[src/rtl/mem_port_arbiter.sv]
// mem_port_arbiter
//   Shares one external memory port between the fetch stage and the execute
//   load/store path. In IDLE it grants one requester: data wins by default,
//   and fetch wins once data has taken MAX_DATA_STREAK consecutive grants
//   while fetch was waiting. It latches the winning request and holds
//   mem_req until mem_ack arrives or the ack timeout expires. The response
//   then goes back to the owner as a registered one-cycle rvalid pulse.
//
// Ports
//   clk, reset                      clock, synchronous active-high reset
//   if_req/if_addr -> if_gnt        fetch request and its grant
//   if_rvalid/if_rdata/if_err       fetch response (err = timed out)
//   d_req/d_we/d_addr/d_wdata       data request (d_we == 0 means read)
//   d_gnt                           data grant
//   d_rvalid/d_rdata/d_err          data response (rdata is 0 for writes)
//   mem_req/mem_addr/mem_we/
//   mem_wdata, mem_ack/mem_rdata    external memory handshake
//   busy                            an access is in flight
module mem_port_arbiter #(
    parameter int MAX_DATA_STREAK = 4,
    parameter int MEM_TIMEOUT     = 64
) (
    input  logic        clk,
    input  logic        reset,
    input  logic        if_req,
    input  logic [31:0] if_addr,
    output logic        if_gnt,
    output logic        if_rvalid,
    output logic [31:0] if_rdata,
    output logic        if_err,
    input  logic        d_req,
    input  logic [3:0]  d_we,
    input  logic [31:0] d_addr,
    input  logic [31:0] d_wdata,
    output logic        d_gnt,
    output logic        d_rvalid,
    output logic [31:0] d_rdata,
    output logic        d_err,
    output logic        mem_req,
    output logic [31:0] mem_addr,
    output logic [3:0]  mem_we,
    output logic [31:0] mem_wdata,
    input  logic        mem_ack,
    input  logic [31:0] mem_rdata,
    output logic        busy
);

    localparam int SW = $clog2(MAX_DATA_STREAK + 1);
    localparam int TW = $clog2(MEM_TIMEOUT);

    typedef enum logic {IDLE, ACCESS} state_t;

    state_t          state, state_next;
    logic            owner_data;   // 1: the access in flight belongs to execute
    logic [SW-1:0]   streak;
    logic [TW-1:0]   tmo_cnt;
    logic            done;
    logic            timed_out;

    always_comb begin
        state_next = state;
        if_gnt     = 1'b0;
        d_gnt      = 1'b0;
        done       = 1'b0;
        timed_out  = 1'b0;
        case (state)
            IDLE: begin
                if (if_req && (!d_req || streak == SW'(MAX_DATA_STREAK))) begin
                    if_gnt     = 1'b1;
                    state_next = ACCESS;
                end else if (d_req) begin
                    d_gnt      = 1'b1;
                    state_next = ACCESS;
                end
            end
            ACCESS: begin
                // An ack in the final timeout cycle still counts as success.
                timed_out = (tmo_cnt == TW'(MEM_TIMEOUT - 1));
                if (mem_ack || timed_out) begin
                    done       = 1'b1;
                    state_next = IDLE;
                end
            end
            default: state_next = IDLE;
        endcase
    end

    always_ff @(posedge clk) begin
        if (reset) begin
            state      <= IDLE;
            owner_data <= 1'b0;
            streak     <= '0;
            tmo_cnt    <= '0;
            mem_addr   <= '0;
            mem_we     <= '0;
            mem_wdata  <= '0;
            if_rvalid  <= 1'b0;
            if_rdata   <= '0;
            if_err     <= 1'b0;
            d_rvalid   <= 1'b0;
            d_rdata    <= '0;
            d_err      <= 1'b0;
        end else begin
            state     <= state_next;
            if_rvalid <= 1'b0;
            d_rvalid  <= 1'b0;

            if (if_gnt) begin
                owner_data <= 1'b0;
                mem_addr   <= if_addr;
                mem_we     <= '0;
                mem_wdata  <= '0;
                streak     <= '0;
                tmo_cnt    <= '0;
            end

            if (d_gnt) begin
                owner_data <= 1'b1;
                mem_addr   <= d_addr;
                mem_we     <= d_we;
                mem_wdata  <= d_wdata;
                tmo_cnt    <= '0;
                // Only a grant that made fetch wait extends the streak.
                if (if_req) begin
                    if (streak != SW'(MAX_DATA_STREAK))
                        streak <= streak + 1'b1;
                end else begin
                    streak <= '0;
                end
            end

            if (state == ACCESS && !done)
                tmo_cnt <= tmo_cnt + 1'b1;

            if (done) begin
                if (owner_data) begin
                    d_rvalid <= 1'b1;
                    d_rdata  <= (mem_ack && mem_we == 4'b0000) ? mem_rdata : '0;
                    d_err    <= !mem_ack;
                end else begin
                    if_rvalid <= 1'b1;
                    if_rdata  <= mem_ack ? mem_rdata : '0;
                    if_err    <= !mem_ack;
                end
            end
        end
    end

    assign mem_req = (state == ACCESS);
    assign busy    = (state != IDLE);

endmodule

[config.mk]
export PLATFORM = sky130hd
export DESIGN_NAME = mem_port_arbiter
export DESIGN_NICKNAME = d
export VERILOG_FILES = /design/src/rtl/mem_port_arbiter.sv
export SDC_FILE = /design/constraint.sdc
export NUM_CORES = 1
export LEC_CHECK = 0
export CAP_MARGIN = 20
export CORE_ASPECT_RATIO = 1.5
export CORE_MARGIN = 2
export CORE_UTILIZATION = 40
export CTS_CLUSTER_DIAMETER = 120
export DETAILED_ROUTE_END_ITERATION = 10
export GPL_ROUTABILITY_DRIVEN = 0
export PLACE_DENSITY = 0.8
export SLEW_MARGIN = 5
export SYNTH_ARGS = -nofsm -noshare
export SYNTH_HDL_FRONTEND = slang
export SYNTH_SLANG_ARGS = --single-unit
[constraint.sdc]
create_clock -name clk -period 2 [get_ports clk]
set_clock_uncertainty 0.1 [all_clocks]
set_input_delay 0.4 -clock clk [delete_from_list [all_inputs] [get_ports clk]]
set_output_delay 0.4 -clock clk [all_outputs]
set_load 0.02 [all_outputs]
==> results of run 1 <==
[final cells by class]
type	instances	area, µm²
fillers	1082	4320
clock inverters	12	124
multi-input cells	404	2260
flip-flops and latches	147	2940
inverters	3	11.3
well taps	162	203
clock buffers	20	467
repair buffers	308	3140
[routing by layer]
metal	part of all wire	wire length (µm)
met1	0.39	6670
met2	0.53	9090
met4	0.030	523
met3	0.053	910
met5	0	0
[repair_timing]
item,4_1_cts,5_1_grt
hold endpoints to repair,0,0
setup endpoints to repair,4,3
resized for setup,7,9
setup buffers,1,1
pin swaps,0,3
[sequential cells by signal, summed over array words and instances (netlist names), 3 cells and up]
name,flops
mem_wdata,32
if_rdata,32
streak,3
mem_we,4
tmo_cnt,6
d_rdata,32
mem_addr,32
[cell usage after synthesis (all sizes together) (2+ instances only)]
master / count / area [µm²]
nor4: 35 / 219
a21o: 2 / 23.8
ha: 3 / 37.5
nor2b: 2 / 15.0
nor3: 34 / 170
a22o: 32 / 302
and4b: 2 / 20.0
nand2: 46 / 173
a22oi: 37 / 278
a21oi: 39 / 195
inv: 3 / 11.3
nand3: 40 / 200
clkbuf: 24 / 100
and2: 4 / 26.3
dfxtp: 147 / 2940
nand2b: 2 / 12.5
o21ai: 2 / 10.0
nor2: 108 / 405
a31oi: 4 / 40.0
and3: 2 / 17.5
buf: 32 / 195
[how the worst max path moves through the flow]
stage / startpoint / to / slack, ns / cells past startpoint
floorplan: tmo_cnt[0] / d_rdata[23] / 0.24 / 7
global placement: d_req / if_gnt / -0.18 / 4
detailed placement: d_req / if_gnt / -0.17 / 4
CTS: streak[0] / d_gnt / 0.005 / 7
global route: streak[1] / d_gnt / -0.01 / 7
finish: d_req / d_gnt / 0.07 / 6
[power breakdown]
part           total [mW]  internal, mW  switching, mW
registers            3.16          3.08         0.0848
clock network        3.11          1.84           1.28
logic                1.36         0.709          0.652
[stage by stage]
stage,instances,utilization,setup TNS [ns],area [µm²],setup slack [ns]
6_report,1056,0.679,0,9150,0.0717
5_1_grt,1056,0.679,-0.0271,9150,-0.0148
4_1_cts,1055,0.677,0,9110,0.00535
3_5_place_dp,1022,0.632,-5.94,8520,-0.174
3_3_place_gp,1022,0.632,-2.84,8520,-0.181
2_1_floorplan,610,-,0,5480,0.240
[kinds of logic after synthesis]
group | Yosys count
simple gates | 277
compound gates | 123
buf+inv | 59
fa+ha+maj | 3
xor+xnor | 1
flops | 147
[worst max-delay path, cell delays in order]
cell	delay [ns]
clkdlybuf4s50_1	0.48
buf_4	0.13
nor2b_4	0.15
nand2_2	0.08
inv_2	0.07
buf_6	0.12
==> summary.md, run 1 <==
| Metric | Value |
|---|---|
| Status | `complete, no violations` |
| Vias per cell | `5.25` |
| Synth Area in Simple Gates | `0.233` |
| GRT Max-Usage Layer | `met2` |
| RR Startpoint | `streak[1]` |
| WL final | `17.2 mm` |
| Clock Pin Slew Worst Setup and Hold Paths | `0.06 ns` |
| Initial antenna violation count | `0` |
| Data required time of the worst path | `1.50 ns` |
| Final clock period utilization by the worst path | `0.964` |
| Post-synth cell types | `43` |
| GRT overflow | `0` |
| Layout Nets | `1021` |
| Power density cells | `835 nW/µm²` |
| Worst-Skew Late Latency | `0.40 ns` |
| Max frequency | `0.519 GHz` |
| Hpwl dp | `12.1 mm` |
| Leading cell type in the layout, fill and taps excluded | `clkdlybuf4s50_1` |
| Setup crit start kind | `input port` |
| Met3 Use GR | `0.0528` |
| Met1 GRT Util | `0.266` |
| Count of final setup violators | `0` |
| First-pass GRT wire length | `27.4 mm` |
| Die height | `147 µm` |
| Multiplexer area fraction after synthesis | `0` |
| Area Overhead vs Synth | `67.0%` |
| Commonest cells after routing, fill and taps aside | `clkdlybuf4s50_1, dfxtp_1, nor2_1, nand2_1, nand3_1` |
| Tmin final | `1.93 ns` |
| EDFF count, synth | `0` |
| Routed wire per std cell | `16.3 µm` |
| Top FF cell, synth | `dfxtp_1` |
| FF+latch count, synth | `147` |
| WP data arrival | `1.43 ns` |
| CTS Buf Count | `17` |
| Final Hold Viols | `0` |
| I/O pin count | `277` |
| # Max-Cap Violations | `0` |
| Hold-fix buffers, CTS | `0` |
| Post-DRT Antenna Nets | `0` |
| Max H-tree Level | `4` |
| Layout cells sized above 1 | `0.110` |
| Tightest Hold Check Type | `input port to flip-flop` |
| GRT Total Usage | `0.232` |
| Initial core utilization | `0.407` |
| # DRC | `0` |
| Compound-Gate Fraction of Synth Area | `0.166` |
| Adder-cell share of the synthesized area | `0.00685` |
| Vias in the first global route | `5485` |
| Clk buf depth | `2` |
| GR Layer Usage met2 | `0.409` |
| Placement Rows | `52` |
| WHS Endpoint | `if_rvalid` |
| Setup Crit Path Kind | `input port to output port` |
| Post-Syn Nets | `750` |
| CTS tree | `built` |
| R2R cell count | `10` |
| Nature of the critical path endpoint | `output port` |
| TritonCTS Sinks | `147` |
| Antenna cell count | `0` |
| Slew Viols, Final | `0` |
| Asr flop ratio synth | `0` |
| Synth warn | `0` |
| Detailed Routing Iterations Pass 1 | `4` |
| Hold slack | `0.256 ns` |
| Mean post-synth cell area | `8.98 µm²` |
| Core area | `13500 µm²` |
| Max rail drop VDD | `0.719 mV` |
| Hold_sp | `reset` |
| Die area | `14700 µm²` |
| Cells after Synth | `610` |
| Main combinational cell family by area after synthesis | `simple AND/OR/NAND/NOR gates` |
| Routed vias | `5539` |
| Worst slew margin | `0.755` |
| RR Endpoint | `mem_addr[28]` |
| Slew @ Worst Pin | `0.367 ns` |
| Post-synthesis cell area | `5480 µm²` |
| Port-buffer cells | `276` |
| Largest net degree at the start of global routing | `48` |
| Hold Path Depth | `2` |
| Static leakage | `3.45 nW` |
| DR iter-0 viols | `206` |
| Post-synthesis sequential area ratio | `0.537` |
| Die W | `99.6 µm` |
| Root buffer cell | `clkbuf_16` |
| Final Power | `7.64 mW` |
| Post-synthesis xor/xnor area fraction | `0.00160` |
| CP max FO | `3` |
| R2R Setup Slk | `0.18 ns` |
Power figures use the tool's default switching activity.
==> inputs of run 2 (changes only) <==
--- a/config.mk
+++ b/config.mk
@@ -9,7 +9,7 @@
 export CORE_ASPECT_RATIO = 1.5
 export CORE_MARGIN = 2
 export CORE_UTILIZATION = 40
-export CTS_CLUSTER_DIAMETER = 120
+export CTS_CLUSTER_DIAMETER = 40
 export DETAILED_ROUTE_END_ITERATION = 10
 export GPL_ROUTABILITY_DRIVEN = 0
 export PLACE_DENSITY = 0.8
==> results of run 2 <==
Final layout, timing and power as in run 1 (identical DEF).
==> inputs of run 3 (changes only) <==
--- a/config.mk
+++ b/config.mk
@@ -12,7 +12,7 @@
 export CTS_CLUSTER_DIAMETER = 40
 export DETAILED_ROUTE_END_ITERATION = 10
 export GPL_ROUTABILITY_DRIVEN = 0
-export PLACE_DENSITY = 0.8
+export PLACE_DENSITY = 0.86
 export SLEW_MARGIN = 5
 export SYNTH_ARGS = -nofsm -noshare
 export SYNTH_HDL_FRONTEND = slang
==> constraint.sdc (replaced) <==
create_clock -name clk -period 1.95 [get_ports clk]
set_clock_uncertainty 0.1 [all_clocks]
set_input_delay 0.39 -clock clk [delete_from_list [all_inputs] [get_ports clk]]
set_output_delay 0.39 -clock clk [all_outputs]
set_load 0.02 [all_outputs]
==> run 3 against run 2 <==
  * Worst setup slack worse by 0.021 ns
  * Total power rose by 4.6%
  * Wire length increased by 1.4%
  * Cell area decreased by 0.45%
  * Core utilization shrank 0.31 points
  * Die area unchanged
  * Register-to-register slack worse by 0.04 ns
  * Via count rose by 0.78%
  * Sequential cell count stayed put
  * Clock power up 8.0%
  * Count of clock-buffer cells in the layout is 2 lower
==> summary.md, run 3 (synthesized netlist as in run 1, its figures left out) <==
| Metric | Value |
|---|---|
| TritonCTS Sinks | `147` |
| Placed insts | `1019` |
| GRT Total Usage | `0.232` |
| Final worst setup slack | `0.0507 ns` |
| # Max-Cap Violations | `0` |
| Setup Crit Path Kind | `flip-flop to output port` |
| Port-buffer cells | `276` |
| Antenna cell count | `0` |
| Clock Pin Slew Worst Setup and Hold Paths | `0.06 ns` |
| Worst-Skew Late Latency | `0.40 ns` |
| Routed wire per std cell | `16.6 µm` |
| CTS Buf Count | `17` |
| Data required time of the worst path | `1.46 ns` |
| DR iter-0 viols | `248` |
| Fill cells | `1060` |
| Setup crit start kind | `flip-flop` |
| DP Worst Slack | `-0.354 ns` |
| RR Startpoint | `tmo_cnt[0]` |
| CP max FO | `3` |
| WHS Endpoint | `streak[0]` |
| Root buffer cell | `clkbuf_16` |
| Die height | `147 µm` |
| Final Power | `7.99 mW` |
| Crit-path max cell delay | `0.65 ns` |
| Count of final setup violators | `0` |
| Slew @ Worst Pin | `0.390 ns` |
| Worst slew margin | `0.740` |
| Vias per cell | `5.32` |
| RR Endpoint | `d_rdata[8]` |
| Die W | `99.6 µm` |
| Final clock period utilization by the worst path | `0.974` |
| Commonest cells after routing, fill and taps aside | `clkdlybuf4s50_1, dfxtp_1, nor2_1, nand2_1, nand3_1` |
| WP data arrival | `1.41 ns` |
| Final Hold Viols | `0` |
| Hpwl dp | `12.2 mm` |
| Hold_sp | `reset` |
| Area Overhead vs Synth | `66.2%` |
| Power density cells | `877 nW/µm²` |
| Max rail drop VDD | `0.525 mV` |
| Leading cell type in the layout, fill and taps excluded | `clkdlybuf4s50_1` |
| Fin area | `9110 µm²` |
| Status | `complete, no violations` |
| Setup_tns | `0 ns` |
| Clk buf depth | `2` |
| Die area | `14700 µm²` |
| Detailed Routing Iterations Pass 1 | `4` |
| First-pass GRT wire length | `27.7 mm` |
| Largest net degree at the start of global routing | `54` |
| Top delay family on crit path | `buffers and inverters` |
| Hold Path Depth | `2` |
| Post-DRT Antenna Nets | `0` |
| Layout cells sized above 1 | `0.105` |
| # DRC | `0` |
| Max H-tree Level | `4` |
| Placement Rows | `52` |
| Vias in the first global route | `5533` |
| CTS tree | `built` |
| I/O pin count | `277` |
| Post-DP Area | `8470 µm²` |
| GRT overflow | `0` |
| Critical-path top delay cell | `clkdlybuf4s50_1` |
| Initial antenna violation count | `0` |
| Tmin final | `1.90 ns` |
| Non-Filler Instances | `1050` |
| Layout Nets | `1016` |
| Nature of the critical path endpoint | `output port` |
| Max frequency | `0.527 GHz` |
| Static leakage | `3.43 nW` |
| Number of buffers and inverters on the critical path | `1` |
| R2R Setup Slk | `0.14 ns` |
| Routed vias | `5582` |
| Slew Viols, Final | `0` |
| Tightest Hold Check Type | `input port to flip-flop` |
| R2R cell count | `6` |
| Initial core utilization | `0.407` |
| WL final | `17.4 mm` |
| Core area | `13500 µm²` |
| Cell Chain, Critical Path | `clkdlybuf4s50_1` |
[run 3: cell types whose count changed in the layout (fill, tap and decap cells not counted), moves of 2 or more]
| cell | delta |
|---|---|
| buf_12 | -2 |
| buf_4 | -4 |
| bufinv_16 | +2 |
| clkbuf_8 | -2 |
| clkinv_4 | -6 |
| clkinvlp_4 | +2 |
| inv_1 | -2 |
| inv_2 | +2 |
| inv_6 | +4 |
[run 3: metrics by stage]
step	hold slack (ns)	utilization
after floorplan	0.368	-
after global placement	0.353	0.629
after detailed placement	0.359	0.629
after CTS	0.208	0.674
after global routing	0.229	0.676
final	0.221	0.676
[run 3: worst max path at each step]
stage | from | slack [ns] | depth (start not counted) | end
floorplan | tmo_cnt[0] | 0.19 | 7 | d_rdata[23]
global placement | d_req | -0.34 | 5 | if_gnt
detailed placement | d_req | -0.35 | 5 | if_gnt
CTS | streak[1] | -0.05 | 6 | if_gnt
global route | streak[1] | -0.01 | 6 | if_gnt
finish | mem_we[2] | 0.05 | 1 | mem_we[2]
[run 3: per-layer routing]
layer | up-vias | global-route usage | share of wire
met2 | 210 | 0.405 | 0.53
met5 | - | 0 | 0
met3 | 38 | 0.0552 | 0.056
met4 | 0 | 0.100 | 0.031
li1 | 2691 | - | -
met1 | 2643 | 0.269 | 0.38
[run 3: report_power, final]
part           internal, mW  total, mW  leakage [nW]  switching (mW)
registers              3.16       3.24          1.20          0.0870
clock network          2.06       3.36         0.290            1.30
logic                 0.710       1.38          1.94           0.672
total                  5.93       7.99          3.43            2.06
[run 3: repair_timing]
action,in CTS,in global routing
endpoints found under the setup margin,4,11
buffers inserted,0,0
gates resized for setup,12,10
hold buffers,0,0
[run 3: area by class of cell]
class                           count  area (µm²)  share of cell area
Multi-Input combinational cell    404        2260               0.249
Timing Repair Buffer              303        3080               0.338
Clock buffer                       18         439              0.0482
Tap cell                          162         203              0.0223
Clock inverter                     13         170              0.0187
Sequential cell                   147        2940               0.323
Inverter                            3        11.3             0.00124
